**src/rtl/operand_fetch.sv**
```systemverilog
// operand_fetch: two-slot operand read stage with writeback forwarding, x0 zeroing and output-slot snooping
module operand_fetch #(
  parameter int XLEN = 64,
  parameter int IW   = 32
) (
  input  logic            clk,
  input  logic            rstn,
  input  logic            in_valid,
  output logic            in_ready,
  input  logic [4:0]      in_rs1,
  input  logic [4:0]      in_rs2,
  input  logic [IW-1:0]   in_inst,
  output logic [4:0]      rf_r_reg1,
  output logic [4:0]      rf_r_reg2,
  input  logic [XLEN-1:0] rf_r_data1,
  input  logic [XLEN-1:0] rf_r_data2,
  input  logic            wb_en,
  input  logic [4:0]      wb_reg,
  input  logic [XLEN-1:0] wb_data,
  input  logic            flush,
  output logic            out_valid,
  input  logic            out_ready,
  output logic [XLEN-1:0] out_rs1_data,
  output logic [XLEN-1:0] out_rs2_data,
  output logic [IW-1:0]   out_inst
);
  logic            r_s1_valid, r_out_valid, r_fwd_hit1, r_fwd_hit2;
  logic [4:0]      r_s1_rs1, r_s1_rs2, r_out_rs1, r_out_rs2;
  logic [IW-1:0]   r_s1_inst, r_out_inst;
  logic [XLEN-1:0] r_fwd_data1, r_fwd_data2, r_out_d1, r_out_d2;
  logic            w_s1_adv, w_accept, w_hold, w_snoop1, w_snoop2;
  logic [XLEN-1:0] w_op1, w_op2;

  assign w_s1_adv     = r_s1_valid && (!r_out_valid || out_ready) && !flush;
  assign in_ready     = !flush && (!r_s1_valid || w_s1_adv);
  assign w_accept     = in_valid && in_ready;
  assign rf_r_reg1    = in_ready ? in_rs1 : r_s1_rs1;
  assign rf_r_reg2    = in_ready ? in_rs2 : r_s1_rs2;
  assign w_op1        = r_s1_rs1 == 5'd0 ? '0 : r_fwd_hit1 ? r_fwd_data1 : rf_r_data1;
  assign w_op2        = r_s1_rs2 == 5'd0 ? '0 : r_fwd_hit2 ? r_fwd_data2 : rf_r_data2;
  assign w_hold       = r_out_valid && !out_ready && !flush;
  assign w_snoop1     = w_hold && wb_en && wb_reg != 5'd0 && wb_reg == r_out_rs1;
  assign w_snoop2     = w_hold && wb_en && wb_reg != 5'd0 && wb_reg == r_out_rs2;
  assign out_valid    = r_out_valid;
  assign out_rs1_data = r_out_d1;
  assign out_rs2_data = r_out_d2;
  assign out_inst     = r_out_inst;

  // Capture writebacks aimed at the addresses read this cycle, since the register file returns pre-write data
  always_ff @(posedge clk or negedge rstn) begin
    if (!rstn) begin
      r_fwd_hit1  <= 1'b0;
      r_fwd_hit2  <= 1'b0;
      r_fwd_data1 <= '0;
      r_fwd_data2 <= '0;
    end else begin
      r_fwd_hit1  <= wb_en && wb_reg != 5'd0 && wb_reg == rf_r_reg1;
      r_fwd_hit2  <= wb_en && wb_reg != 5'd0 && wb_reg == rf_r_reg2;
      r_fwd_data1 <= wb_data;
      r_fwd_data2 <= wb_data;
    end
  end

  // Read slot: take a new instruction on accept, empty on advance or flush
  always_ff @(posedge clk or negedge rstn) begin
    if (!rstn) begin
      r_s1_valid <= 1'b0;
      r_s1_rs1   <= '0;
      r_s1_rs2   <= '0;
      r_s1_inst  <= '0;
    end else begin
      r_s1_valid <= w_accept || (r_s1_valid && !w_s1_adv && !flush);
      if (w_accept) begin
        r_s1_rs1  <= in_rs1;
        r_s1_rs2  <= in_rs2;
        r_s1_inst <= in_inst;
      end
    end
  end

  // Output slot: load resolved operands on advance, otherwise keep operands current while stalled
  always_ff @(posedge clk or negedge rstn) begin
    if (!rstn) begin
      r_out_valid <= 1'b0;
      r_out_rs1   <= '0;
      r_out_rs2   <= '0;
      r_out_d1    <= '0;
      r_out_d2    <= '0;
      r_out_inst  <= '0;
    end else begin
      r_out_valid <= !flush && (w_s1_adv || (r_out_valid && !out_ready));
      if (w_s1_adv) begin
        r_out_rs1  <= r_s1_rs1;
        r_out_rs2  <= r_s1_rs2;
        r_out_d1   <= w_op1;
        r_out_d2   <= w_op2;
        r_out_inst <= r_s1_inst;
      end else begin
        r_out_d1 <= w_snoop1 ? wb_data : r_out_d1;
        r_out_d2 <= w_snoop2 ? wb_data : r_out_d2;
      end
    end
  end
endmodule

```
**config.mk**
```make
export PLATFORM = sky130hd
export DESIGN_NAME = operand_fetch
export DESIGN_NICKNAME = d
export VERILOG_FILES = /design/src/rtl/operand_fetch.sv
export SDC_FILE = /design/constraint.sdc
export NUM_CORES = 1
export LEC_CHECK = 0
export BUFFER_PORTS_ARGS = -buffer_cell sky130_fd_sc_hd__buf_2
export CAP_MARGIN = 20
export CORE_MARGIN = 8
export CORE_UTILIZATION = 52
export CTS_BUF_LIST = sky130_fd_sc_hd__clkbuf_4 sky130_fd_sc_hd__clkbuf_8
export DETAILED_ROUTE_END_ITERATION = 8
export GPL_ROUTABILITY_DRIVEN = 0
export PLACE_DENSITY = 0.83
export SYNTH_ARGS = -nofsm -noshare
export SYNTH_HDL_FRONTEND = slang
export SYNTH_SLANG_ARGS = --single-unit
```
**constraint.sdc**
```tcl
create_clock -name clk -period 2.75 [get_ports clk]
set_input_delay 0.275 -clock clk [delete_from_list [all_inputs] [get_ports clk]]
set_output_delay 0.275 -clock clk [all_outputs]
set_load 0.02 [all_outputs]
```
# Word-level counts from Yosys, hierarchy flattened
# Cells that the tools add are included.
# op_classes
eq_ne,4
mux,10
n_reduce_logical,30
# op_table
op,count
64-bit 2-to-1 mux,8
5-bit == test,4
1-bit logical AND,16
5-bit zero test,2
5-bit 2-to-1 mux,2
1-bit zero test,5
5-bit nonzero test,1
1-bit logical OR,4
2-bit nonzero test,2
# word_totals
regBits,280
elab_cells,57

# Depth between registers and ports, before layout
# logic_depth
depth_word,9
mapped_depth,7
depth_no_buf,5

# Worst setup path after synthesis
# Ideal clock, no wire load.
# synth_path
kind,reg2reg
from,"register r_out_valid, in the netlist out_valid"
to,"register r_out_d1[43], in the netlist out_rs1_data[43]"
setup_ns,0.125
arrival_ns,2.270
required_time_ns,2.625
slack_ns,0.356
stages_incl_launch_ff,6
path_buffers,1
synth_period_minus_slack_ns,2.394
path_cell_list,dfrtp_1 -> nand2b_1 -> or3_4 -> o41ai_4 -> buf_6 -> mux2_2
# synth_via
elab_chain_len,6
word_cells_on_any_way,11
# synth_rtl
item,line_no,text
from (decl),27,"logic r_s1_valid, r_out_valid, r_fwd_hit1, r_fwd_hit2;"
from (signal assigned),91,r_out_valid <= !flush && (w_s1_adv || (r_out_valid && !out_ready));
1-bit logical AND (2 in series),41,assign w_hold = r_out_valid && !out_ready && !flush;
1-bit logical AND (3 in series),42,assign w_snoop1 = w_hold && wb_en && wb_reg != 5'd0 && wb_reg == r_out_rs1;
2-bit nonzero test (no source line),--,
to (signal assigned),95,r_out_d1 <= w_op1;
to (signal assigned),99,r_out_d1 <= w_snoop1 ? wb_data : r_out_d1;
to (decl),30,"logic [XLEN-1:0] r_fwd_data1, r_fwd_data2, r_out_d1, r_out_d2;"
# Parallel ways exist; a longest one is shown, timed or not.
# A chain may end at the register's enable or synchronous reset.

# Worst setup path in the final report
# layout_path
from,register r_s1_valid
to,output port rf_r_reg2[4]
# layout_via
elab_chain_len,5
word_cells_on_any_way,6
# layout_rtl
item,line_no,text
from (decl),27,
from (signal assigned),72,r_s1_valid <= w_accept || (r_s1_valid && !w_s1_adv && !flush);
1-bit logical AND (2 in series),34,assign w_s1_adv = r_s1_valid && (!r_out_valid || out_ready) && !flush;
1-bit logical OR *,35,assign in_ready = !flush && (!r_s1_valid || w_s1_adv);
1-bit logical AND *,35,
5-bit 2-to-1 mux *,38,assign rf_r_reg2 = in_ready ? in_rs2 : r_s1_rs2;
to (decl),14,"output logic [4:0] rf_r_reg2,"
# Every way passes the cells marked *; elsewhere a longest branch is shown, timed or not.

==> qor.csv <==
stage;metric;value;unit
clocking;post-CTS setup buffer count;0;
min_path;worst min path class;in2reg;
route;WL final;42.4;mm
cells_and_area;Area Overhead vs Synth;37.0;%
route;Pre-Repair DR Iteration Count;5;
timing;worst slew pin tran;0.608;ns
place;Port Buffers;416;
timing;Final setup viols;0;
floorplanning;Core ar.;23500;um2
timing;Final period util;0.951;
logic_synthesis;register area share after synthesis;0.564;
timing;RSZ-0062 raised after global routing;no;
power_and_ir_drop;Power Dens Cells;732;nW/um2
clocking;CTS Sinks;280;
worst_setup_path;startpoint types;flip-flop;
logic_synthesis;cell count after synthesis;939;
logic_synthesis;Async SR Flop Fraction;1.00;
floorplanning;Ports;417;
logic_synthesis;synthesis-stage register bit count;280;
clocking;Hold Buf Count CTS;108;
floorplanning;Die X;171;um
clocking;CTS buffer count;45;
power_and_ir_drop;clock power share;0.303;
floorplanning;Cell Rows;56;
power_and_ir_drop;maximum vdd drop;679;uV
logic_synthesis;Yosys cell types;26;
timing;slew margin rel.;0.595;
worst_setup_path;crit path buf inv count;2;
global_route;total gr overflow;0;
global_route;first-pass GRT wire length;64.3;mm
timing;Max Slew Vio Count;0;
worst_setup_path;Critical Path Max Stage Delay;0.45;ns
worst_setup_path;Required @ worst endpoint;2.48;ns
clocking;clock buffer depth;3;
worst_setup_path;critical-path cell list;and3b_1 -> nor2_1 -> buf_4 -> mux2_2 -> buf_2;
logic_synthesis;most frequent cells after synthesis;dfrtp_1, mux2_2, o21ai_0;
cells_and_area;fraction of layout cells with a size suffix above 1;0.464;
worst_setup_path;Crit. End Element;output port;
logic_synthesis;total nets after synthesis;1184;
logic_synthesis;number of synthesized flops with an enable pin;0;
global_route;initial antenna violation count;8;
route;DRC viols;0;
timing;setup TNS;0;ns
logic_synthesis;Yosys Warn Count;0;
floorplanning;Die Y;171;um
logic_synthesis;top-area cell type share of the netlist area;0.564;
global_route;GRT Total Usage;0.283;
cells_and_area;Nets;1718;
worst_setup_path;slowest CP cell;dfrtp_1;
power_and_ir_drop;Leak;7.86;nW
clocking;later-pin clock latency in the skew report;0.54;ns
worst_setup_path;WS Path Type;reg2out;
logic_synthesis;Synth area leaders;dfrtp_1, mux2_2, mux2i_1;
logic_synthesis;most common cell in the netlist;dfrtp_1;
route;drt initial violations;636;
timing;post-layout min period;2.62;ns
route;Vias;10300;
clocking;clk slew on worst S/H paths;0.07;ns
clocking;PostCTS Resize Cnt;0;
global_route;pin count of the biggest net entering global routing;75;
timing;Final Hold Fails;0;
power_and_ir_drop;total chip power;0.0125;W
logic_synthesis;Post-synth top flop;dfrtp_1;
logic_synthesis;syn avg cell area;13.2;um2
route;Via density;5.64;
worst_setup_path;cell family with most CP delay;simple AND/OR/NAND/NOR gates;
power_and_ir_drop;sw frac;0.322;
run;# Max-Cap Violations;0;
floorplanning;Die ar.;29100;um2
clocking;H-tree Lvls;2;
power_and_ir_drop;NetSw;0.00401;W
global_route;vias in the first global route;11500;
floorplanning;Initial Utilization;0.530;
timing;skew final;0.0238;ns
clocking;CTS root buf;clkbuf_8;
outcome;status;complete, no violations;
logic_synthesis;post-synth top area cell;dfrtp_1;
power_and_ir_drop;Gate power share;0.263;
clocking;CTS tree;built;
power_and_ir_drop;Reg power frac;0.435;
timing;fmax;382;MHz
place;Post-DP HPWL;27.4;mm
worst_setup_path;Critical Path AT;2.34;ns
worst_setup_path;CP Max Fanout;7;
logic_synthesis;synthesized cell area;12400;um2
route;Antenna Nets Post-Route;0;
power_and_ir_drop;Cell Int Power;0.00845;W
route;wire per inst;23.1;um
layout by cell type, fill, tap and decap left out:
master	Yosys	final
buf_2	1	415
dfrtp_1	280	278
mux2_2	171	171
o21ai_0	129	129
mux2i_1	128	128
dlygate4sd3_1	0	109
nand2_1	69	68
clkbuf_8	0	55
mux2_1	47	47
clkbuf_4	0	20
xor2_1	14	14
buf_12	0	13
buf_4	4	10
diode_2	0	8
nand2b_1	7	6
xnor2_1	6	6
nand4b_1	4	4
o211ai_1	4	4
nor2_1	3	3
or4_1	3	3
clkinv_2	0	3
or3_1	2	2
nor4_1	2	2
o21bai_4	0	2
nand3_1	2	2
o41ai_4	2	2
dfrtp_4	0	2
and3b_1	1	1
o21ai_1	1	1
nand2b_4	0	1
or3_4	1	1
nand2_2	0	1
clkinvlp_4	0	1
bufinv_16	0	1
buf_8	0	1
layout make-up:
| class | instances | area, um2 |
|---|---|---|
| multi-input combinational | 598 | 5120 |
| clock buffer | 75 | 907 |
| timing repair buffer | 548 | 3520 |
| tap | 319 | 399 |
| fill | 1495 | 6440 |
| clock inverter | 5 | 52.6 |
| sequential | 280 | 7010 |
| antenna | 8 | 20.0 |
stage by stage:
stage               utilization  setup slack (ns)  instances  area [um2]  hold WS [ns]
CTS                       0.724             0.242       1824       17000       0.00440
finish                    0.726             0.134       1833       17000         0.149
global route              0.726            0.0655       1832       17000         0.144
global placement          0.637             0.397       1636       15000         0.293
detailed placement        0.637             0.353       1636       15000         0.298
floorplan                     -             0.356        939       12400       -0.0206
state kept, by name (all words and copies together) (netlist names), 5 cells and up:
name          cells
r_fwd_data2      64
out_inst         32
r_s1_rs2          5
r_s1_rs1          5
r_out_rs2         5
r_s1_inst        32
out_rs2_data     64
r_out_rs1         5
out_rs1_data     64
cells by family after synthesis:
kind of cell / Yosys count / share of synthesized area
AOI/OAI and AO/OA: 138 / 0.0604
and+or+nand+nor: 94 / 0.0343
buffers and inverters: 61 / 0.0270
DFF: 280 / 0.564
xor gates and xnor gates: 20 / 0.0141
muxes: 346 / 0.301
final timing paths:
kind	start	to	slack, ns	cells past startpoint
min in group asynchronous	rstn	r_s1_inst[26]	0.31	2
worst max register to register	out_valid	out_rs2_data[10]	0.28	5
worst min-delay path	rf_r_data1[44]	out_rs1_data[44]	0.15	4
worst min register to register	out_rs1_data[49]	out_rs1_data[49]	0.48	1
worst max-delay path	r_s1_valid	rf_r_reg2[4]	0.13	5
max in group asynchronous	rstn	r_fwd_data2[43]	1.62	3
power by group through the flow:
stage          Clock (W)  Combinational [W]  Sequential (W)
2_1_floorplan          0            0.00105         0.00608
3_3_place_gp           0            0.00301         0.00539
3_5_place_dp           0            0.00310         0.00544
4_1_cts          0.00382            0.00324         0.00538
5_1_grt          0.00402            0.00348         0.00549
6_report         0.00377            0.00327         0.00542
layer usage:
metal | up-vias | wire length (um) | global-route usage
met5 | - | 14 | 0
met1 | 5134 | 15300 | 0.320
met3 | 157 | 3980 | 0.0871
li1 | 4450 | - | -
met4 | 2 | 2170 | 0.149
met2 | 597 | 21000 | 0.476
worst reg2reg max path, delay by kind of cell, from the launching register on:
kind | cells | cell delay, ns
buf+inv | 1 | 0.34
compound gates | 1 | 0.41
mux | 1 | 0.51
flops | 1 | 0.46
simple gates | 2 | 0.62
Power figures use the tool's default switching activity.
